===== src/rtl/fsm2.sv =====
// Serial zero-run detector: flags MIN_ZEROS or more zeros followed by a one.
// Define FSM2_MEALY_EN for the combinational (one cycle earlier) output.
module fsm2 #(
    parameter int MIN_ZEROS = 2
) (
    input  logic clk,
    input  logic reset,
    input  logic x,
    output logic outp
);

    localparam int CW = $clog2(MIN_ZEROS + 1);

    localparam logic [1:0] IDLE = 2'b00;
    localparam logic [1:0] ZERO = 2'b01;
    localparam logic [1:0] HIT  = 2'b10;

    localparam logic [CW-1:0] CMAX = CW'(MIN_ZEROS);
    localparam logic [CW-1:0] ONE  = CW'(1);

    logic [1:0]    state;
    logic [1:0]    state_nx;
    logic [CW-1:0] cnt;
    logic [CW-1:0] cnt_nx;
    logic          full;

    assign full = (cnt == CMAX);

    always_comb begin
        state_nx = IDLE;
        cnt_nx   = '0;
        unique case (1'b1)
            (state == 2'b11): begin
                state_nx = IDLE;
                cnt_nx   = '0;
            end
            (!x): begin
                state_nx = ZERO;
                // The count saturates so arbitrarily long runs still match.
                if (state == ZERO)
                    cnt_nx = full ? cnt : cnt + ONE;
                else
                    cnt_nx = ONE;
            end
            default: begin
                state_nx = (state == ZERO && full) ? HIT : IDLE;
                cnt_nx   = '0;
            end
        endcase
    end

    always_ff @(posedge clk or negedge reset) begin
        if (!reset) begin
            state <= IDLE;
            cnt   <= '0;
        end else begin
            state <= state_nx;
            cnt   <= cnt_nx;
        end
    end

`ifdef FSM2_MEALY_EN
    assign outp = (state == ZERO) && full && x;
`else
    assign outp = (state == HIT);
`endif

endmodule


===== config.mk =====
export PLATFORM = sky130hd
export DESIGN_NAME = fsm2
export DESIGN_NICKNAME = d
export VERILOG_FILES = /design/src/rtl/fsm2.sv
export SDC_FILE = /design/constraint.sdc
export NUM_CORES = 1
export LEC_CHECK = 0
export BUFFER_PORTS_ARGS = -buffer_cell sky130_fd_sc_hd__clkbuf_2
export CAP_MARGIN = 10
export CORE_AREA = 2 2 39 41
export DETAILED_ROUTE_END_ITERATION = 16
export DIE_AREA = 0 0 41 43
export GPL_TIMING_DRIVEN = 0
export MAX_ROUTING_LAYER = met4
export PLACE_DENSITY = 0.3
export SETUP_SLACK_MARGIN = 0.1
export SLEW_MARGIN = 10
export SYNTH_ARGS = -nofsm -noshare
export SYNTH_HDL_FRONTEND = slang
export SYNTH_SLANG_ARGS = --single-unit

===== constraint.sdc =====
create_clock -name clk -period 3.1 [get_ports clk]
set_input_delay 0.62 -clock clk [delete_from_list [all_inputs] [get_ports clk]]
set_output_delay 0.62 -clock clk [all_outputs]
set_load 0.05 [all_outputs]

==> reports/qor.csv <==
stage,metric,value,unit
global_routing,grt.met2_usage,0.0469,
synthesis,synthMuxAreaShare,0,
pwr,power.internal,0.103,mW
clocking,cts_hold_buf,0,
sta,slew_headroom,0.818,
clocking,cts_resized,0,
clocking,tritoncts,built,
sta,fin_crit,1590,ps
global_routing,grt_pass1_vias,120,
worst_setup_path,cp_data_arrival_time,970,ps
worst_setup_path,cp.required,2480,ps
sta,rsz0062_at_grt,false,
floorplanning,dieArea,0.00176,sq mm
worst_setup_path,end_kind,primary output,
floorplanning,core,0.00138,sq mm
synthesis,synth_top_family_by_area,simple AND/OR/NAND/NOR gates,
sta,hold_viol,0,
global_routing,grt-busiest-layer,met3,
route,drc,0,
route,ant_nets,0,
floorplanning,die_w,41,um
floorplanning,fp.dieH,43,um
worst_setup_path,cp-start-kind,flop,
synthesis,synthTopCellsByCount,"dfrtp_1, inv_1",
synthesis,ys.flop_type,dfrtp_1,
pwr,p_sw_frac,0.199,
floorplanning,initial_core_util,0.127,
synthesis,synthAdderAreaFrac,0.0709,
global_routing,grt_use_total,0.0486,
final_layout,multi_input_area,68.8,sq um
pwr,p_leak,0.135,nW
global_routing,grt_use_met1,0.0327,
clocking,cts_buffer_depth,2,
synthesis,synth_area_leaders,"dfrtp_1, ha_1, o211a_1",
synthesis,ys_warn_count,0,
placement,place_ws,1740,ps
synthesis,synth_edf_count,0,
final_layout,layout.nets,27,
worst_setup_path,critPathKind,reg2out,
synthesis,synth-compound-area-share,0.0851,
sta,max_freq,0.629,GHz
global_routing,grt_pass1_wl,427,um
floorplanning,ios,4,
global_routing,grt_max_degree,5,
sta,worst_slew_pin_slew,274,ps
pwr,pwr-share-comb,0.079,
global_routing,antenna_found_initial,0,
placement,numPortBuffers,3,
synthesis,avgSynthCellArea,11.8,sq um
flow_run,cap_viol_max_count,0,
clocking,cts_setup_buffers,0,
synthesis,syn-cell-area,176,sq um
synthesis,syn_nets,19,
sta,finalCritPeriodShare,0.513,
synthesis,synth_area_leader_cell,dfrtp_1,
final_layout,register_area,100,sq um
synthesis,async_flop_share,1.00,
final_layout,drive_above_1_share,0.381,
clocking,cts_root_buffer,clkbuf_4,
synthesis,synth_cell_type_count,11,
clocking,htreeDepth,1,
route,vias_per_cell,3.24,
sta,setup_slack,1510,ps
placement,gp_congestion,0.704,
route,routedWlPerCell,6.86,um
floorplanning,rows,14,
sta,fin_setup_tns,0,ps
worst_setup_path,crit_fanout,2,
clocking,cts.sinks,4,
final_layout,antennaDiodeCount,0,
synthesis,synth_seq_area_share,0.567,
pwr,p_sw,0.0256,mW
synthesis,synth_xor_area_frac,0.0496,
outcome,status,completed,
global_routing,grtUsageMet3,0.0838,
final_layout,nFillCells,155,
global_routing,grt_overflow_total,0,
pwr,seqPwrFrac,0.440,
sta,finalSetupViolations,0,
worst_hold_path,hold_class,in2async,
clocking,cts-buffers-inserted,3,
sta,drv_slew,0,
synthesis,synth_top_area_frac,0.567,
route,via_count,120,
clocking,path_clk_slew,40,ps
route,dr.pass1.iters,1,
pwr,p_per_area,550,mW/mm^2
pwr,vdd_drop_max,0.000181,V
placement,place_hpwl,218,um
synthesis,syn-instance-count,15,
sta,worst_clock_skew,1.96,ps
synthesis,synth-simple-area-share,0.184,
route,drt_iter0_markers,0,
synthesis,yosysMostFrequentCell,dfrtp_1,
route,totalWireLength,254,um
pwr,clockPowerShare,0.481,
synthesis,ys_ff_latch,4,
final_layout,areaGrowthSynthToFinish,32.6,%
clocking,clk-insertion-delay-late,230,ps
## metal layers
| metal | share of wire | wire (um) |
|---|---|---|
| met5 | 0 | 0 |
| met4 | 0 | 0 |
| met3 | 0.13 | 32 |
| met2 | 0.43 | 108 |
| met1 | 0.45 | 114 |
## power by group through the flow
stage               sequential, mW  combinational (mW)  clock (mW)
floorplan                   0.0570             0.00668           0
global placement            0.0572              0.0102           0
detailed placement          0.0572              0.0104           0
CTS                         0.0566              0.0104      0.0661
global route                0.0569              0.0119      0.0719
finish                      0.0566              0.0101      0.0619
## registers in the layout (all words and copies together), names as in the netlist
signal / cells
state: 2
cnt: 2
## area by class of cell
type                            count  share of cell area
Clock buffer                        3              0.0963
Tap cell                           16              0.0856
Inverter                            2              0.0321
Multi-Input combinational cell      9               0.294
Sequential cell                     4               0.428
Timing Repair Buffer                3              0.0642
## worst paths after layout
kind | startpoint | to | slack [ps] | depth (start not counted)
min | reset | state[1] | 190 | 1
max | state[1] | outp | 1510 | 2
min in group clk | state[1] | cnt[1] | 540 | 2
min reg2reg | state[1] | cnt[1] | 540 | 2
max in group asynchronous | reset | cnt[0] | 2780 | 1
max reg2reg | cnt[0] | cnt[1] | 2010 | 4
## cell usage in the layout (no fill, tap or decap), drive strengths merged
master | synthesis | final
a21oi | 1 | 1
and2 | 1 | 1
and3 | 1 | 1
clkbuf | 0 | 6
dfrtp | 4 | 4
ha | 1 | 1
inv | 2 | 2
nor2 | 1 | 1
nor2b | 2 | 2
o211a | 1 | 1
xor2 | 1 | 1
## per-stage QoR
stage | hold slack, ps | utilization | total power, mW | instances | instance area (sq um)
2_1_floorplan | 324 | - | 0.0637 | 15 | 176
3_3_place_gp | 436 | 0.153 | 0.0675 | 34 | 211
3_5_place_dp | 435 | 0.153 | 0.0676 | 34 | 211
4_1_cts | 185 | 0.169 | 0.133 | 37 | 234
5_1_grt | 179 | 0.169 | 0.141 | 37 | 234
6_report | 192 | 0.169 | 0.129 | 37 | 234
## logic make-up after synthesis
logic type | Yosys count
adders and majority gates | 1
and+or+nand+nor | 5
buffers and inverters | 2
xor gates and xnor gates | 1
DFF | 4
AOI/OAI and AO/OA | 2
## worst max-delay path: stages, from the launching register on
cell and delay [ps]:
dfrtp_1 340, nor2b_1 130, clkbuf_2 280
(Power assumes the default switching activity.)
